File: config.mk
export PLATFORM = sky130hd
export DESIGN_NAME = boot_cmd_engine_flat
export DESIGN_NICKNAME = d
export VERILOG_FILES = /design/src/rtl/boot_pkg.sv /design/src/rtl/boot_cmd_engine_if.sv /design/src/rtl/boot_byte_packer.sv /design/src/rtl/boot_cmd_engine.sv /design/src/flat_wrapper.sv
export SDC_FILE = /design/constraint.sdc
export NUM_CORES = 1
export LEC_CHECK = 0
export BUFFER_PORTS_ARGS = -buffer_cell sky130_fd_sc_hd__buf_2
export CAP_MARGIN = 20
export CORE_MARGIN = 2
export CORE_UTILIZATION = 35
export CTS_BUF_LIST = sky130_fd_sc_hd__clkbuf_4
export DETAILED_ROUTE_END_ITERATION = 8
export PLACE_DENSITY_LB_ADDON = 0.12
export SYNTH_ARGS = -nofsm -noshare
export SYNTH_HDL_FRONTEND = slang
export SYNTH_SLANG_ARGS = --single-unit
File: constraint.sdc
create_clock -name clk -period 2.23 [get_ports clk]
set_clock_uncertainty 0.15 [all_clocks]
set_input_delay 0.1115 -clock clk [delete_from_list [all_inputs] [get_ports clk]]
set_output_delay 0.1115 -clock clk [all_outputs]
set_load 0.02 [all_outputs]
File: src/rtl/boot_pkg.sv
// Shared types and header field layout for the bootloader command engine.
// Header word: {wr[31], addr[30:16], ndata[15:0]}, received little-endian.
package boot_pkg;

    typedef enum logic [2:0] {
        HDR,
        WR,
        RD_REQ,
        RD_WAIT,
        RD_SEND
    } state_t;

    localparam int HDR_WR_BIT   = 31;
    localparam int HDR_ADDR_LSB = 16;
    localparam int HDR_ADDR_W   = 15;
    localparam int HDR_NDATA_W  = 16;

    function automatic logic hdr_is_wr(input logic [31:0] hdr);
        return hdr[HDR_WR_BIT];
    endfunction

endpackage

File: src/rtl/boot_cmd_engine_if.sv
// UART byte streams plus IMEM/DMEM ports of the bootloader engine.
// master = the engine, slave = the UART/memory side.
interface boot_cmd_engine_if #(
    parameter int IMEM_AW = 10,
    parameter int DMEM_AW = 10
);
    logic [7:0]         rx_data;
    logic               rx_valid;
    logic [7:0]         tx_data;
    logic               tx_valid;
    logic               tx_ready;
    logic               imem_we;
    logic [IMEM_AW-1:0] imem_addr;
    logic [31:0]        imem_wdata;
    logic               dmem_re;
    logic [DMEM_AW-1:0] dmem_addr;
    logic [31:0]        dmem_rdata;
    logic               cpu_hold;

    modport master (
        input  rx_data, rx_valid, tx_ready, dmem_rdata,
        output tx_data, tx_valid, imem_we, imem_addr, imem_wdata,
               dmem_re, dmem_addr, cpu_hold
    );

    modport slave (
        output rx_data, rx_valid, tx_ready, dmem_rdata,
        input  tx_data, tx_valid, imem_we, imem_addr, imem_wdata,
               dmem_re, dmem_addr, cpu_hold
    );
endinterface

File: src/rtl/boot_byte_packer.sv
// Packs RX bytes into 32-bit little-endian words; word_done is combinational on the 4th byte.
// Latency 0 (word presented with the 4th byte); no backpressure, bytes are taken when byte_vld.
module boot_byte_packer (
    input  logic        clk,
    input  logic        rst_n,
    input  logic        byte_vld,
    input  logic [7:0]  byte_dat,
    input  logic        clear,
    output logic [1:0]  byte_cnt,
    output logic        word_done,
    output logic [31:0] word_dat
);
    // Only the first three bytes need storing; the fourth is used straight off the bus.
    logic [23:0] sr;

    assign word_done = byte_vld && (byte_cnt == 2'd3);
    assign word_dat  = {byte_dat, sr};

    always_ff @(posedge clk or negedge rst_n) begin
        if (!rst_n) begin
            byte_cnt <= 2'd0;
            sr       <= 24'h0;
        end else if (clear) begin
            byte_cnt <= 2'd0;
        end else if (byte_vld) begin
            byte_cnt <= byte_cnt + 2'd1;
            sr       <= {byte_dat, sr[23:8]};
        end
    end
endmodule

File: src/rtl/boot_cmd_engine.sv
// Bootloader command responder: RX headers drive IMEM word writes or DMEM reads streamed to TX.
// Write lands one cycle after the 4th byte; read word goes out 2 cycles after RD_REQ, held until tx_ready.
module boot_cmd_engine
    import boot_pkg::*;
#(
    parameter int IMEM_AW        = 10,
    parameter int DMEM_AW        = 10,
    parameter int TIMEOUT_CYCLES = 1_000_000
) (
    input  logic              clk,
    input  logic              rst_n,
    boot_cmd_engine_if.master bus
);
    localparam int AW = (IMEM_AW > DMEM_AW) ? IMEM_AW : DMEM_AW;
    localparam int TW = (TIMEOUT_CYCLES > 1) ? $clog2(TIMEOUT_CYCLES + 1) : 1;

    state_t             state;
    logic [AW-1:0]      addr;
    logic [15:0]        remaining;
    logic [TW-1:0]      timer;
    logic [31:0]        tx_sr;
    logic [1:0]         tx_idx;
    logic               imem_we_q;
    logic [IMEM_AW-1:0] imem_addr_q;
    logic [31:0]        imem_wdata_q;

    logic [1:0]  byte_cnt;
    logic        word_done;
    logic [31:0] word_dat;
    logic        accept;
    logic        counting;
    logic        timeout;

    // Bytes arriving while a read is in flight are dropped before the packer.
    assign accept   = bus.rx_valid && (state == HDR || state == WR);
    assign counting = (state == HDR && byte_cnt != 2'd0) || state == WR;
    assign timeout  = (TIMEOUT_CYCLES != 0) && counting && !bus.rx_valid &&
                      (timer == TW'(TIMEOUT_CYCLES - 1));

    boot_byte_packer u_packer (
        .clk       (clk),
        .rst_n     (rst_n),
        .byte_vld  (accept),
        .byte_dat  (bus.rx_data),
        .clear     (timeout),
        .byte_cnt  (byte_cnt),
        .word_done (word_done),
        .word_dat  (word_dat)
    );

    always_ff @(posedge clk or negedge rst_n) begin
        if (!rst_n) begin
            timer <= '0;
        end else if (bus.rx_valid || !counting || timeout) begin
            timer <= '0;
        end else begin
            timer <= timer + TW'(1);
        end
    end

    always_ff @(posedge clk or negedge rst_n) begin
        if (!rst_n) begin
            state        <= HDR;
            addr         <= '0;
            remaining    <= 16'd0;
            tx_sr        <= 32'h0;
            tx_idx       <= 2'd0;
            imem_we_q    <= 1'b0;
            imem_addr_q  <= '0;
            imem_wdata_q <= 32'h0;
        end else begin
            imem_we_q <= 1'b0;
            case (state)
                HDR: begin
                    if (word_done) begin
                        addr      <= word_dat[HDR_ADDR_LSB +: AW];
                        remaining <= word_dat[HDR_NDATA_W-1:0];
                        if (word_dat[HDR_NDATA_W-1:0] != 16'd0)
                            state <= hdr_is_wr(word_dat) ? WR : RD_REQ;
                    end
                end
                WR: begin
                    if (timeout) begin
                        state <= HDR;
                    end else if (word_done) begin
                        imem_we_q    <= 1'b1;
                        imem_addr_q  <= addr[IMEM_AW-1:0];
                        imem_wdata_q <= word_dat;
                        addr         <= addr + AW'(1);
                        remaining    <= remaining - 16'd1;
                    end else if (imem_we_q && remaining == 16'd0) begin
                        // Leave WR only after the last write so cpu_hold covers it.
                        state <= HDR;
                    end
                end
                RD_REQ: state <= RD_WAIT;
                RD_WAIT: begin
                    tx_sr  <= bus.dmem_rdata;
                    tx_idx <= 2'd0;
                    state  <= RD_SEND;
                end
                RD_SEND: begin
                    if (bus.tx_ready) begin
                        if (tx_idx == 2'd3) begin
                            addr      <= addr + AW'(1);
                            remaining <= remaining - 16'd1;
                            state     <= (remaining == 16'd1) ? HDR : RD_REQ;
                        end else begin
                            tx_sr  <= {8'h0, tx_sr[31:8]};
                            tx_idx <= tx_idx + 2'd1;
                        end
                    end
                end
                default: state <= HDR;
            endcase
        end
    end

    assign bus.tx_valid   = (state == RD_SEND);
    assign bus.tx_data    = tx_sr[7:0];
    assign bus.dmem_re    = (state == RD_REQ);
    assign bus.dmem_addr  = addr[DMEM_AW-1:0];
    assign bus.imem_we    = imem_we_q;
    assign bus.imem_addr  = imem_addr_q;
    assign bus.imem_wdata = imem_wdata_q;
    assign bus.cpu_hold   = !(state == HDR && byte_cnt == 2'd0);
endmodule

File: src/flat_wrapper.sv
// flat-port wrapper written by rule: the top's interface ports become plain ports
module boot_cmd_engine_flat import boot_pkg::*;
#(
    parameter int IMEM_AW        = 10,
    parameter int DMEM_AW        = 10,
    parameter int TIMEOUT_CYCLES = 1_000_000
)
  (clk, rst_n, bus_rx_data, bus_rx_valid, bus_tx_ready, bus_dmem_rdata, bus_tx_data, bus_tx_valid, bus_imem_we, bus_imem_addr, bus_imem_wdata, bus_dmem_re, bus_dmem_addr, bus_cpu_hold);
  boot_cmd_engine_if #(.IMEM_AW(IMEM_AW), .DMEM_AW(DMEM_AW)) bus_i ();
  input  logic clk;
  input  logic rst_n;
  input wire logic [$bits(bus_i.rx_data)-1:0] bus_rx_data;
  input wire logic [$bits(bus_i.rx_valid)-1:0] bus_rx_valid;
  input wire logic [$bits(bus_i.tx_ready)-1:0] bus_tx_ready;
  input wire logic [$bits(bus_i.dmem_rdata)-1:0] bus_dmem_rdata;
  output wire logic [$bits(bus_i.tx_data)-1:0] bus_tx_data;
  output wire logic [$bits(bus_i.tx_valid)-1:0] bus_tx_valid;
  output wire logic [$bits(bus_i.imem_we)-1:0] bus_imem_we;
  output wire logic [$bits(bus_i.imem_addr)-1:0] bus_imem_addr;
  output wire logic [$bits(bus_i.imem_wdata)-1:0] bus_imem_wdata;
  output wire logic [$bits(bus_i.dmem_re)-1:0] bus_dmem_re;
  output wire logic [$bits(bus_i.dmem_addr)-1:0] bus_dmem_addr;
  output wire logic [$bits(bus_i.cpu_hold)-1:0] bus_cpu_hold;
  assign bus_i.rx_data = bus_rx_data;
  assign bus_i.rx_valid = bus_rx_valid;
  assign bus_i.tx_ready = bus_tx_ready;
  assign bus_i.dmem_rdata = bus_dmem_rdata;
  assign bus_tx_data = bus_i.tx_data;
  assign bus_tx_valid = bus_i.tx_valid;
  assign bus_imem_we = bus_i.imem_we;
  assign bus_imem_addr = bus_i.imem_addr;
  assign bus_imem_wdata = bus_i.imem_wdata;
  assign bus_dmem_re = bus_i.dmem_re;
  assign bus_dmem_addr = bus_i.dmem_addr;
  assign bus_cpu_hold = bus_i.cpu_hold;
  boot_cmd_engine #(.IMEM_AW(IMEM_AW), .DMEM_AW(DMEM_AW), .TIMEOUT_CYCLES(TIMEOUT_CYCLES)) u_core (.clk(clk), .rst_n(rst_n), .bus(bus_i));
endmodule
-- Word level (Yosys, flattened, before mapping)
Cells that the tools add are included.
- bitwise operators: 1
- $add $sub $neg: 5
- reduce and logical (&&, ||, !) cells: 27
- mux-type cells: 34
- equality and inequality tests: 17
- operators by type and width (operator ; count):
    $mux 16 ; 5
    $mux 32 ; 2
    $pmux 32 s2 ; 1
    $mux 10 ; 5
    $pmux 16 s3 ; 1
    $pmux 10 s3 ; 1
    $mux 3 ; 7
    $add 20x1->20 const B ; 1
    $eq 20x20->1 const B ; 1
    $mux 20 ; 1
    $eq 16x1->1 const B ; 1
    $logic_not 16->1 ; 1
    $reduce_bool 16->1 ; 1
    $sub 16x1->16 const B ; 1
    $pmux 3 s5 ; 1
    $mux 2 ; 6
    $ne 2x2->1 const B ; 6
    $reduce_and 6->1 ; 2
    $add 10x1->10 const B ; 1
    $logic_and 1x1->1 ; 7
    $eq 3x2->1 const B ; 2
    $ne 3x2->1 const B ; 2
    $reduce_and 3->1 ; 2
    $reduce_bool 2->1 ; 3
    14 further kinds ; 23
- output and inout bits: 64
- bits of input ports: 44
- bits in registers: 152
- word-level logic and storage cells: 95

-- Logic depth before layout (Yosys ltp)
Gate-level depths: netlist of run 1.
- word-level depth: 7
- depth in mapped cells: 8
- gate-level depth less buffers: 6

-- Modules after synthesis
Synthesis of run 1 repeated with hierarchy kept, for this count alone.
- cell total of the unflattened synthesis: 671
- area, all modules: 7278.2 µm²
- modules (own cells, without submodules) (module ; area each (µm²) ; sequential area each (µm²) ; cells each ; times used):
    boot_cmd_engine ; 6110.9 ; 3153.0 ; 603 ; 1
    boot_byte_packer ; 1167.4 ; 650.6 ; 68 ; 1

-- Least setup slack after synthesis of run 1
No wires, ideal clock.
- path kind: reg2reg
- from: register u_core.timer[10]
- to: register u_core.timer[9]
- arrival: 1.899 ns
- stages on the path, launching flop included: 6
- buffers on the path: 1
- path slack: 0.062 ns
- required time: 1.961 ns
- path through: dfrtp_1 > or4b_1 > or4_4 > o21bai_4 > buf_6 > nor2_1
- cells in the longest elaborated chain, start to end: 4
- RTL lines (element ; RTL line ; RTL):
    start, declared ; boot_cmd_engine.sv:20 ; logic [TW-1:0] timer;
    start signal, assigned ; boot_cmd_engine.sv:57 ; timer <= timer + TW'(1);
    $eq 20x20->1 ; boot_cmd_engine.sv:38 ; (timer == TW'(TIMEOUT_CYCLES - 1));
    $logic_and 1x1->1 ; boot_cmd_engine.sv:37 ; assign timeout = (TIMEOUT_CYCLES != 0) && counting && !bus.rx_valid &&
    $logic_or 1x1->1 ; boot_cmd_engine.sv:54 ; end else if (bus.rx_valid || !counting || timeout) begin
    $mux 20 ; boot_cmd_engine.sv:54 ;
Every way passes these cells.
A chain may end at the register's enable or synchronous reset.

-- Final worst setup path of run 1
- from: register u_core.timer[10]
- to: register u_core.timer[18]
- cells in the longest elaborated chain, start to end: 4
- elaborated cells on any way between the ends: 5
- classes of those cells: add/sub (1); eq/ne (1); mux (1); reduce/logical (2)
- RTL lines (element ; RTL line):
    branches (longest 3 deep; another with $add 20x1->20) ; n/a
    $mux 20 (*) ; boot_cmd_engine.sv:54
Every way passes the cells marked *.

==> impl_metrics.env, run 1 <==
export IMPL_end_kind="register"
export IMPL_tightest_slew_ps=559
export IMPL_synthesis_nets=766
export IMPL_yosysSeqAreaShare_pct=53.8
export IMPL_hold_class="in -> reg"
export IMPL_rows=51
export IMPL_setup_tns_ps=0
export IMPL_synth_avg_cell_area_um2=9.90
export IMPL_syn_cell_area_mm2=0.00707
export IMPL_die_w_um=146
export IMPL_synth_distinct_cells=57
export IMPL_relSlewSlack_pct=62.7
export IMPL_io_buffers=107
export IMPL_detail_route_wl_per_cell_um=16.1
export IMPL_async_reset_ff_share_pct=100
export IMPL_cp_start_kind="register"
export IMPL_grt_pass1_vias=6061
export IMPL_clock_path_buffers=2
export IMPL_vias_per_cell=5.14
export IMPL_worstSetupPathType="reg -> reg"
export IMPL_fill_cells=1944
export IMPL_die_y_um=146
export IMPL_start_util_pct=36.0
export IMPL_synth_enable_flop_cells=0
export IMPL_cts_htree_levels=4
export IMPL_syn_inst=714
export IMPL_clk_latency_ps=570
export IMPL_outcome="completed"
export IMPL_grt_start_max_net_pins=53
export IMPL_finalCriticalPeriod_ps=2160
export IMPL_fin_ws_ps=72.7
export IMPL_place_gp_congestion=0.847
export IMPL_cts_sinks=152
export IMPL_slew_violations=0
export IMPL_totalWireLength_um=18600
export IMPL_first_iter_violations=330
export IMPL_ir_drop_uv=463
export IMPL_drive_above_1_share_pct=26.6
export IMPL_fmax_mhz=464
export IMPL_die_area_mm2=0.0214
export IMPL_grt_usage_pct=17.9
export IMPL_num_io_pins=108
export IMPL_dp_hpwl_um=12500
export IMPL_route_detailed_drc=0
export IMPL_cts_inserted_buffers=17
export IMPL_area_growth_pct=25.9
export IMPL_grt_setup_unrepaired="no"
export IMPL_min_period_over_period_pct=96.7
export IMPL_seqCellArea_mm2=0.00380
export IMPL_antenna_found_initial=1
export IMPL_nets=930
export IMPL_ant_nets=0
export IMPL_dr_pass1_iters=5
export IMPL_p_leak_nw=4.14
export IMPL_crit_required_ps=2530
export IMPL_grt_ovfl_total=0
export IMPL_critPathArrivalTime_ps=2460
export IMPL_coreArea_mm2=0.0197
export IMPL_multi_input_area_mm2=0.00302
export IMPL_ys_warnings_count=0
export IMPL_num_vias=5943
export IMPL_cts_tree="built"
export IMPL_ys_seq_elements=152
export IMPL_post_place_ws_ps=17.8
export IMPL_path_clk_slew_ps=140
export IMPL_cts_root_buf="clkbuf_4"
export IMPL_setup_viol=0
export IMPL_maxCapViolations=0
export IMPL_finalHoldViolCount=0
export IMPL_synthFlopType="dfrtp_1"
export IMPL_grt_pass1_wl_um=30700
export IMPL_cp_max_fo=19
export IMPL_power_density_mw_per_mm2=1340
-- metal layers --
layer / wire [um] / vias up / track usage, %
met5: 0 / - / 0
met4: 389 / 0 / 6.02
met2: 8450 / 151 / 27.9
met1: 8870 / 2910 / 24.8
li1: - / 2853 / -
met3: 913 / 29 / 3.94
-- path summary, 6_finish.rpt --
check,from,end,slack (ps),cells past startpoint
worst max-delay path,u_core.timer[10],u_core.timer[18],70,5
worst min-delay path,bus_rx_data[4],u_core.u_packer.sr[20],120,4
worst max register to register,u_core.timer[10],u_core.timer[18],70,5
worst min register to register,u_core.timer[0],u_core.timer[0],350,1
max in group asynchronous,rst_n,u_core.u_packer.byte_cnt[0],800,4
min in group asynchronous,rst_n,u_core.bus.imem_addr[4],450,3
-- placed cells by master (no fill, tap or decap), types with 17 or more instances in the layout --
| cell | synthesis | routed |
|---|---|---|
| dfrtp_1 | 152 | 151 |
| nand2_1 | 147 | 147 |
| buf_2 | 6 | 105 |
| nor2_1 | 49 | 48 |
| dlygate4sd3_1 | 0 | 44 |
| mux2_2 | 41 | 41 |
| buf_4 | 8 | 36 |
| a21oi_1 | 33 | 30 |
| o21ai_0 | 28 | 28 |
| a31oi_1 | 27 | 27 |
| clkbuf_4 | 0 | 18 |
| inv_1 | 18 | 17 |
-- cell families (layout without fill, tap and decap cells) --
family	count (synthesis)	count (layout)	synth area share, %
adders and majority gates	8	8	1.42
xor gates and xnor gates	14	14	1.73
and+or+nand+nor	287	287	18.7
other	0	1	0
buffers and inverters	66	243	4.14
muxes	45	45	7.09
DFF	152	152	53.8
AOI/OAI and AO/OA	142	142	13.1
-- flip-flops by register name (all words and copies together), names as in the netlist --
register and cells:
u_core.bus.dmem_addr 10, u_core.bus.imem_addr 10, u_core.bus.imem_wdata 32, u_core.bus.imem_we 1, u_core.remaining 16, u_core.state 3
u_core.timer 20, u_core.tx_idx 2, u_core.tx_sr 32, u_core.u_packer.byte_cnt 2, u_core.u_packer.sr 24
-- worst max-delay path, cell delays in order, from the launching register on --
cell and delay [ps]:
dfrtp_1 410, or4b_4 520, or4_4 580, o21bai_4 150, buf_12 170, a21oi_1 50
-- final cells by class --
type	count	share of cell area [%]
Clock buffer	18	1.52
Tap cell	265	3.72
Inverter	18	0.759
Timing Repair Buffer	193	15.5
Antenna cell	1	0.0281
Clock inverter	14	1.83
Sequential cell	152	42.7
Multi-Input combinational cell	496	33.9
-- report_power, final --
| part | switching [W] | total [W] | leakage (nW) | internal, W |
|---|---|---|---|---|
| Clock | 0.00108 | 0.00180 | 0.161 | 0.000711 |
| Sequential | 0.000983 | 0.00479 | 1.92 | 0.00381 |
| Combinational | 0.00310 | 0.00531 | 2.05 | 0.00222 |
-- Yosys cell counts, types with 4 or more instances --
cell type  count  area, um^2
or4_1          5        37.5
o2bb2ai_1      7        61.3
a22oi_1        4        30.0
buf_2          6        30.0
nand2_1      147         552
a22o_1        10        87.6
nor3_1        15        75.1
o31ai_1        4        30.0
a21oi_1       33         165
ha_1           8         100
a2bb2oi_1      5        43.8
o22ai_1        8        50.1
inv_1         18        67.6
nor4_1        15        93.8
nor2_1        49         184
buf_4          8        60.1
dfrtp_1      152        3800
mux2i_1        4        40.0
o21ai_0       28         140
nand3_1       14        70.1
a31oi_1       27         169
or3_1          7        43.8
xnor2_1       12         105
mux2_2        41         462
nand4_1       10        62.6
clkbuf_1      32         120
-- stage by stage --
step	instances	hold WS, ps	instance area (um^2)	power [W]	utilization [%]
after floorplan	714	-334	7070	0.00808	-
after global placement	1077	-28.0	8080	0.00986	41.1
after detailed placement	1077	-29.6	8080	0.00997	41.1
after CTS	1155	84.4	8860	0.0119	45.1
after global routing	1157	96.1	8900	0.0128	45.3
final	1157	122	8900	0.0119	45.3
-- timing repair --
item / in CTS / in global routing
gates cloned: 0 / 0
setup endpoints to repair: 3 / 7
gates resized for setup: 10 / 8
buffers inserted: 2 / 1
pin swaps: 0 / 1
endpoints found under the hold margin: 213 / 0
hold buffers: 44 / 0
Power figures use the tool's default switching activity.
==> inputs of run 2 (changes only) <==
- REMOVE_ABC_BUFFERS: unset -> 1
==> run 2 against run 1 <==
Global-route usage hardly changed. Routed wire length grew 1.2%. Utilization up 0.53 points. Combinational power increased by 4.5%. Critical path type unchanged. First-iteration DRC count rose by 25%. Highest routed layer unchanged.
==> impl_metrics.env, run 2 (synthesis gave the netlist of run 1 again) <==
export IMPL_power_w=0.0120
export IMPL_place_gp_congestion=0.848
export IMPL_die_area_mm2=0.0214
export IMPL_multi_input_area_mm2=0.00301
export IMPL_first_iter_violations=411
export IMPL_path_clk_slew_ps=130
export IMPL_coreArea_mm2=0.0197
export IMPL_end_kind="register"
export IMPL_fin_util_pct=45.8
export IMPL_dp_hpwl_um=12300
export IMPL_relSlewSlack_pct=60.9
export IMPL_clk_latency_ps=570
export IMPL_setup_viol=0
export IMPL_seqCellArea_mm2=0.00380
export IMPL_grt_usage_pct=17.8
export IMPL_layout_commonest_cell="dfrtp_1"
export IMPL_setup_tns_ps=0
export IMPL_maxCapViolations=0
export IMPL_nets=939
export IMPL_die_y_um=146
export IMPL_cts_root_buf="clkbuf_4"
export IMPL_vias_per_cell=5.13
export IMPL_cpPeakStageDelay_ps=560
export IMPL_min_period_over_period_pct=97.0
export IMPL_grt_setup_unrepaired="yes"
export IMPL_dp_cells=1080
export IMPL_grt_pass1_vias=6000
export IMPL_slew_violations=0
export IMPL_area_growth_pct=27.4
export IMPL_cts_inserted_buffers=17
export IMPL_hold_class="in -> reg"
export IMPL_worstSetupPathType="reg -> reg"
export IMPL_antenna_found_initial=1
export IMPL_cp_start_kind="register"
export IMPL_power_density_mw_per_mm2=1330
export IMPL_cts_tree="built"
export IMPL_ant_nets=0
export IMPL_grt_ovfl_total=0
export IMPL_finalCriticalPeriod_ps=2160
export IMPL_grt_start_max_net_pins=62
export IMPL_finalHoldViolCount=0
export IMPL_crit_required_ps=2510
export IMPL_slowest_stage="or4_4"
export IMPL_ir_drop_uv=524
export IMPL_die_w_um=146
export IMPL_fin_cells=1166
export IMPL_tightest_slew_ps=585
export IMPL_grt_pass1_wl_um=30800
export IMPL_rows=51
export IMPL_drive_above_1_share_pct=26.7
export IMPL_fmax_mhz=462
export IMPL_crit_chain="or4b_1, or4_4, o21bai_4, buf_4, a21oi_1"
export IMPL_route_detailed_drc=0
export IMPL_io_buffers=107
export IMPL_num_vias=5981
export IMPL_clock_path_buffers=2
export IMPL_dr_pass1_iters=5
export IMPL_cts_htree_levels=4
export IMPL_final_cell_mix="dfrtp_1 (152), nand2_1 (147), buf_2 (105)"
export IMPL_start_util_pct=36.0
export IMPL_cp_max_fo=4
export IMPL_num_io_pins=108
export IMPL_p_leak_nw=4.19
export IMPL_cts_sinks=152
export IMPL_outcome="completed"
export IMPL_fill_cells=1921
export IMPL_critPathArrivalTime_ps=2450
export IMPL_totalWireLength_um=18800
export IMPL_detail_route_wl_per_cell_um=16.2
==> run 2: cell types whose count changed in the layout (fill, tap and decap cells not counted), sizes merged <==
cell,delta
dlygate4sd3,+5
inv,-3
clkbuf,+1
clkinv,+3
buf,+3
==> run 2: worst paths after layout <==
kind                                            from                         to  slack (ps)  depth (start not counted)
max reg2reg                         u_core.timer[15]           u_core.timer[17]          70                          5
min reg2reg                u_core.bus.imem_wdata[31]  u_core.bus.imem_wdata[31]         340                          2
min in group asynchronous                      rst_n  u_core.bus.imem_wdata[20]         460                          3
max in group asynchronous                      rst_n           u_core.timer[10]         730                          4
max                                 u_core.timer[15]           u_core.timer[17]          70                          5
min                               bus_dmem_rdata[31]           u_core.tx_sr[31]         150                          3
==> run 2: critical path, delay by kind of cell, from the launching register on <==
family	cells	cell delay (ps)
compound gates	2	210
buf+inv	1	150
flops	1	420
simple gates	2	1100
==> run 2: layout make-up <==
| type | count | area share [%] |
|---|---|---|
| Timing Repair Buffer | 202 | 16.7 |
| Clock buffer | 18 | 1.50 |
| Antenna cell | 1 | 0.0278 |
| Inverter | 18 | 0.778 |
| Clock inverter | 14 | 1.64 |
| Multi-Input combinational cell | 496 | 33.5 |
| Tap cell | 265 | 3.68 |
| Sequential cell | 152 | 42.2 |
==> run 2: per-layer routing <==
layer | GRT usage (%) | part of all wire, % | wire [um] | up-vias
li1 | - | - | - | 2876
met3 | 3.75 | 4.6 | 869 | 27
met1 | 24.8 | 48 | 9030 | 2902
met5 | 0 | 0 | 0 | -
met4 | 5.58 | 1.6 | 294 | 0
met2 | 28.0 | 46 | 8650 | 176
==> run 2: power breakdown <==
group / leakage, nW / internal, W / total (W) / switching (W)
sequential: 1.93 / 0.00381 / 0.00471 / 0.000903
combinational: 2.10 / 0.00234 / 0.00555 / 0.00322
clock: 0.159 / 0.000688 / 0.00175 / 0.00106
==> run 2: through the flow <==
step / setup WS, ps / area [um^2] / hold slack, ps
after detailed placement: 43.0 / 8120 / -9.57
after global routing: -17.9 / 9010 / 115
after global placement: 116 / 8120 / -14.6
after floorplan: -759 / 6850 / -334
after CTS: 9.31 / 8920 / 120
final: 67.6 / 9010 / 154
==> run 2: repair_timing <==
item,CTS,global route
pin swaps,0,1
endpoints found under the setup margin,1,14
gates cloned,0,1
hold buffers,49,0
endpoints found under the hold margin,226,0
resized for setup,6,11
buffers inserted,1,2
